==> src/rtl/sha256_round_engine_if.sv <==
// Handshake and data bundle between the SHA-256 round engine and its owner.
// The owner also sources the K word, combinationally, from k_addr.
interface sha256_round_engine_if;
  logic         start;
  logic [255:0] state_in;
  logic [511:0] block_in;
  logic [5:0]   k_addr;
  logic [31:0]  k;
  logic         busy;
  logic         done;
  logic [255:0] digest_out;

  modport master (output start, state_in, block_in, k,
                  input  k_addr, busy, done, digest_out);
  modport slave  (input  start, state_in, block_in, k,
                  output k_addr, busy, done, digest_out);
endinterface

==> src/rtl/sha256_round_engine.sv <==
// Single-block SHA-256 compression: one round per clock, K fetched from an
// external ROM through k_addr in the same cycle it is consumed.
module sha256_round_engine #(
  parameter int ROUNDS = 64
) (
  input  logic                   clk,
  input  logic                   rst,
  sha256_round_engine_if.slave   bus
);
  typedef enum logic [1:0] {IDLE = 2'd0, ROUND = 2'd1, FINAL = 2'd2} state_t;

  localparam logic [5:0] LAST = 6'(ROUNDS - 1);

  state_t             state, state_nxt;
  logic [5:0]         round;
  logic [7:0][31:0]   hv;
  logic [7:0][31:0]   wv, wv_nxt;
  logic [15:0][31:0]  sched;
  logic [31:0]        w_new, t1, t2;
  logic [255:0]       digest_q, dig_nxt;
  logic               busy_q, done_q;
  logic               accept, last;

  function automatic logic [31:0] rotr(input logic [31:0] x, input int unsigned n);
    return (x >> n) | (x << (32 - n));
  endfunction

  function automatic logic [31:0] bs0(input logic [31:0] x);
    return rotr(x, 2) ^ rotr(x, 13) ^ rotr(x, 22);
  endfunction

  function automatic logic [31:0] bs1(input logic [31:0] x);
    return rotr(x, 6) ^ rotr(x, 11) ^ rotr(x, 25);
  endfunction

  function automatic logic [31:0] ss0(input logic [31:0] x);
    return rotr(x, 7) ^ rotr(x, 18) ^ (x >> 3);
  endfunction

  function automatic logic [31:0] ss1(input logic [31:0] x);
    return rotr(x, 17) ^ rotr(x, 19) ^ (x >> 10);
  endfunction

  always_ff @(posedge clk) begin
    if (!rst) state <= IDLE;
    else      state <= state_nxt;
  end

  always_comb begin
    state_nxt = state;
    accept    = 1'b0;
    last      = 1'b0;
    case (state)
      IDLE: if (bus.start) begin
        accept    = 1'b1;
        state_nxt = ROUND;
      end
      ROUND: if (round == LAST) begin
        last      = 1'b1;
        state_nxt = FINAL;
      end
      FINAL:   state_nxt = IDLE;
      default: state_nxt = IDLE;
    endcase
  end

  // The schedule window holds W[t..t+15], so W[t+16] is computed one step
  // ahead and sched[0] is always the word for the current round.
  always_comb begin
    w_new  = ss1(sched[14]) + sched[9] + ss0(sched[1]) + sched[0];
    t1     = wv[7] + bs1(wv[4]) + ((wv[4] & wv[5]) ^ (~wv[4] & wv[6]))
             + bus.k + sched[0];
    t2     = bs0(wv[0]) + ((wv[0] & wv[1]) ^ (wv[0] & wv[2]) ^ (wv[1] & wv[2]));
    wv_nxt = {wv[6:4], wv[3] + t1, wv[2:0], t1 + t2};
    dig_nxt = '0;
    for (int i = 0; i < 8; i++) dig_nxt[32*(7-i) +: 32] = hv[i] + wv[i];
  end

  always_ff @(posedge clk) begin
    if (!rst) begin
      round    <= '0;
      hv       <= '0;
      wv       <= '0;
      sched    <= '0;
      busy_q   <= 1'b0;
      done_q   <= 1'b0;
      digest_q <= '0;
    end else begin
      done_q <= 1'b0;
      if (accept) begin
        round  <= '0;
        busy_q <= 1'b1;
        for (int i = 0; i < 8; i++) begin
          hv[i] <= bus.state_in[32*(7-i) +: 32];
          wv[i] <= bus.state_in[32*(7-i) +: 32];
        end
        for (int i = 0; i < 16; i++) sched[i] <= bus.block_in[32*(15-i) +: 32];
      end else if (state == ROUND) begin
        round <= last ? 6'd0 : round + 6'd1;
        wv    <= wv_nxt;
        sched <= {w_new, sched[15:1]};
      end else if (state == FINAL) begin
        digest_q <= dig_nxt;
        done_q   <= 1'b1;
        busy_q   <= 1'b0;
      end
    end
  end

  // round is held at zero outside ROUND, so it doubles as the ROM address.
  assign bus.k_addr     = round;
  assign bus.busy       = busy_q;
  assign bus.done       = done_q;
  assign bus.digest_out = digest_q;
endmodule

==> src/flat_wrapper.sv <==
// flat-port wrapper written by rule: the top's interface ports become plain ports
module sha256_round_engine_flat 
#(
  parameter int ROUNDS = 64
)
  (clk, rst, bus_start, bus_state_in, bus_block_in, bus_k, bus_k_addr, bus_busy, bus_done, bus_digest_out);
  sha256_round_engine_if bus_i ();
  input  logic clk;
  input  logic rst;
  input wire logic [$bits(bus_i.start)-1:0] bus_start;
  input wire logic [$bits(bus_i.state_in)-1:0] bus_state_in;
  input wire logic [$bits(bus_i.block_in)-1:0] bus_block_in;
  input wire logic [$bits(bus_i.k)-1:0] bus_k;
  output wire logic [$bits(bus_i.k_addr)-1:0] bus_k_addr;
  output wire logic [$bits(bus_i.busy)-1:0] bus_busy;
  output wire logic [$bits(bus_i.done)-1:0] bus_done;
  output wire logic [$bits(bus_i.digest_out)-1:0] bus_digest_out;
  assign bus_i.start = bus_start;
  assign bus_i.state_in = bus_state_in;
  assign bus_i.block_in = bus_block_in;
  assign bus_i.k = bus_k;
  assign bus_k_addr = bus_i.k_addr;
  assign bus_busy = bus_i.busy;
  assign bus_done = bus_i.done;
  assign bus_digest_out = bus_i.digest_out;
  sha256_round_engine #(.ROUNDS(ROUNDS)) u_core (.clk(clk), .rst(rst), .bus(bus_i));
endmodule
==> config.mk <==
export PLATFORM = sky130hd
export DESIGN_NAME = sha256_round_engine_flat
export DESIGN_NICKNAME = d
export VERILOG_FILES = /design/src/rtl/sha256_round_engine_if.sv /design/src/rtl/sha256_round_engine.sv /design/src/flat_wrapper.sv
export SDC_FILE = /design/constraint.sdc
export NUM_CORES = 2
export LEC_CHECK = 0
export ABC_AREA = 1
export CORE_AREA = 2 2 420 422
export DETAILED_ROUTE_END_ITERATION = 8
export DIE_AREA = 0 0 422 424
export HOLD_SLACK_MARGIN = 0.15
export PLACE_DENSITY_LB_ADDON = 0.15
export SYNTH_ARGS = -nofsm -noshare
export SYNTH_HDL_FRONTEND = slang
export SYNTH_SLANG_ARGS = --single-unit
export TNS_END_PERCENT = 50
==> constraint.sdc <==
create_clock -name clk -period 6.4 [get_ports clk]
set_clock_uncertainty 0.1 [all_clocks]
set_input_delay 0.64 -clock clk [delete_from_list [all_inputs] [get_ports clk]]
set_output_delay 0.64 -clock clk [all_outputs]
set_load 0.05 [all_outputs]
==> results.cfg <==
[yosys]
yosysWarningCount = 0
synth-simple-area-share_pct = 22.5
synth_compound_gate_area_share_pct = 20.3
synth_enable_flop_cells = 0
synth_sequential_area_ratio_pct = 33.7
synth.cell_area_um2 = 76700
synth.net_count = 12164
most_used_dff_post_synth = dfxtp_1
yosys_register_bits = 1290
synth_top_family_by_area = simple AND/OR/NAND/NOR gates
netlist-cell-type-count = 61
muxShareOfSynthArea_pct = 0.366
synth_async_sr_flop_share_pct = 0
post_synth_inst_count = 10793
synth_fa_ha_area_share_pct = 11.4
synth.avg_cell_area_um2 = 7.10
post_synth_xor_area_fraction_pct = 4.10

[critical_path]
critical_path_capture_point_type = register
timing.critical_path.max_delay_family = adder cells
worst-path-stages = 27
setup.worst_path.start_class = register
required_ns = 6.96
crit_type = reg -> reg
worst_ep_arrival_time_ns = 6.75
cpMostUsedCell = fa_1
reg2reg_depth = 27
crit_buf_inv = 5
slowest_stage = fa_1
critPathMaxFanout = 5
delay_of_the_slowest_critical_path_stage_ns = 0.54

[floorplanning]
die_area_um2 = 179000
core_region_area_um2 = 175000
die_w_um = 422
io_pins = 1067
rows = 154
die_height_um = 424
initial_core_util_pct = 43.8

[finish]
post_route_cells_drive_above_1_share_pct = 8.16
area_growth_pct = 27.3
layoutNonFillerInstCount = 14404
design.final.nets = 13307
layout.core_utilization_pct = 55.8

[place]
hpwl_mm = 295
place_worst_setup_slack_ns = -0.706
dp.cells = 14118
gp_congestion = 1.06
portBuffers = 1066

[run]
max-cap-violations = 0

[detailed_routing]
viasPerCell = 5.71
drt_first_pass_iters = 6
route.vias.total = 82262
drtIter0Drc = 8600
detail_route.wirelength_mm = 367
route.detailed.wl_per_inst_um = 25.5
drc = 0
postRouteAntennaNets = 0

[clocking]
clock_insertion_delay_worst_skew_ns = 0.85
cts_inserted_buffers = 146
cts_tree = built
cts_num_sinks = 1290
cts_htree_levels = 4
clk_transition_reported_paths_ns = 0.06
clk_root_buffer_cell = clkbuf_16
max-clock-path-buffers = 3

[sta]
timing_max_transition_violations_final = 0
worst_relative_slew_slack_pct = 4.43
hold_viol = 0
worst_slew_pin_slew_ns = 1.43
timing.setup.tns_ns = 0
setup_violations = 0
maxClockFrequency_mhz = 162
postLayoutSetupSlackWorst_ns = 0.216
finalCriticalPeriod_ns = 6.18
unrepaired_setup_endpoints_after_global_routing = yes
final.period_utilization_pct = 96.6

[global_routing]
gr-usage-all-layers_pct = 39.3
global_route_wire_length_before_repair_mm = 522
global_route.overflow_total = 0
maximum_number_of_pins_on_one_net_before_global_route_repair = 222
antenna_found_initial = 31
first_global_vias = 77718

[worst_hold_path]
timing.hold.worst.class = in -> reg
worstHoldPathCells = 3

[run_status]
status = finished, final reports clean
==> sequential cells by signal (all words and copies together), names as in the netlist <==
register               cells
u_core.hv                256
u_core.bus.k_addr          6
u_core.bus.done            1
u_core.wv                256
u_core.state               2
u_core.bus.busy            1
u_core.sched             512
u_core.bus.digest_out    256
==> worst reg2reg max path, stage by stage (launching register included) <==
cell and delay [ns]:
dfxtp_4 0.40, xnor2_2 0.16, xor2_1 0.18, fa_1 0.54
inv_1 0.07, fa_1 0.49, inv_1 0.05, fa_1 0.47
inv_1 0.04, ha_1 0.31, a21o_2 0.24, a21boi_0 0.19
buf_4 0.15, nor2_1 0.03, nor2_1 0.11, nand3_2 0.16
xor2_2 0.23, fa_1 0.45, ha_1 0.34, a21oi_1 0.24
o21ai_0 0.14, a21oi_2 0.17, buf_4 0.16, nor2_1 0.05
nor4_2 0.22, nand3_1 0.13, nand3_1 0.11, a21oi_1 0.07
==> final cells by class <==
| cell class | instances | area (µm²) |
|---|---|---|
| tap | 2340 | 2930 |
| timing repair buffer | 1577 | 14700 |
| fill | 16999 | 77400 |
| inverter | 870 | 3290 |
| antenna | 18 | 45.0 |
| multi-input combinational | 8051 | 45700 |
| sequential | 1290 | 25900 |
| clock buffer | 208 | 4210 |
| clock inverter | 50 | 752 |
==> through the flow <==
stage          hold WS (ns)  area [µm²]
6_report              0.276       97600
2_1_floorplan         0.332       76700
3_5_place_dp          0.340       91700
4_1_cts               0.224       96800
5_1_grt               0.266       97600
3_3_place_gp          0.337       91700
==> cells in the final DEF, fill, tap and decap left out, types with 140 or more instances in the layout <==
master / instances
ha_1: 360
nand3_1: 273
inv_1: 861
a31oi_1: 716
nand2_1: 3346
clkdlybuf4s50_1: 1065
dfxtp_1: 1260
clkbuf_16: 147
o21ai_0: 1049
fa_1: 193
xor2_1: 186
nor2_1: 463
a21oi_1: 585
xnor2_1: 140
buf_4: 492
==> final timing paths <==
path,from,endpoint,slack [ns]
setup reg to reg,u_core.wv[145]$_SDFFE_PN0P_,u_core.wv[29]$_SDFFE_PN0P_,0.22
hold reg to reg,u_core.bus.digest_out[93]$_SDFFE_PN0P_,u_core.bus.digest_out[93]$_SDFFE_PN0P_,0.35
setup / recovery,u_core.wv[145]$_SDFFE_PN0P_,u_core.wv[29]$_SDFFE_PN0P_,0.22
hold / removal,bus_block_in[287],u_core.sched[255]$_SDFFE_PN0P_,0.28
==> synth_stat cells, types with 22 or more instances <==
master | n | area share [%]
dfxtp_1 | 1290 | 34
clkbuf_1 | 304 | 1.5
nand3_1 | 277 | 1.8
nor2_1 | 468 | 2.3
nor3_1 | 61 | 0.40
o21ai_1 | 28 | 0.18
a21boi_0 | 33 | 0.32
nor4_1 | 22 | 0.18
a21o_1 | 71 | 0.70
nand2_1 | 3360 | 16
xnor2_1 | 156 | 1.8
a221oi_1 | 28 | 0.32
mux2i_1 | 28 | 0.37
ha_1 | 373 | 6.1
inv_1 | 864 | 4.2
o21bai_1 | 60 | 0.59
o21ai_0 | 1056 | 6.9
xor2_1 | 203 | 2.3
nand4_1 | 63 | 0.51
fa_1 | 195 | 5.1
buf_2 | 261 | 1.7
a31oi_1 | 718 | 5.9
nand3b_1 | 31 | 0.30
a21oi_1 | 607 | 4.0
or2_2 | 24 | 0.20
==> what timing repair did <==
item,CTS,global route
resized for setup,18,159
hold endpoints to repair,16,0
setup buffers,1,8
pin swaps,1,26
hold buffers,1,0
endpoints found under the setup margin,14,26
==> logic make-up after synthesis <==
family / after synthesis
compound gates: 2734
flops: 1290
mux: 28
simple gates: 4342
fa+ha+maj: 588
buf+inv: 1452
xor+xnor: 359
==> per-layer routing <==
metal | global-route usage, % | wire [µm]
met4 | 28.1 | 30200
met1 | 48.3 | 143000
met2 | 62.2 | 165000
met3 | 6.95 | 29600
met5 | 0 | 181
Power is not shown: default switching activity piles up to over one toggle a cycle in this logic, so the estimate is an artifact.
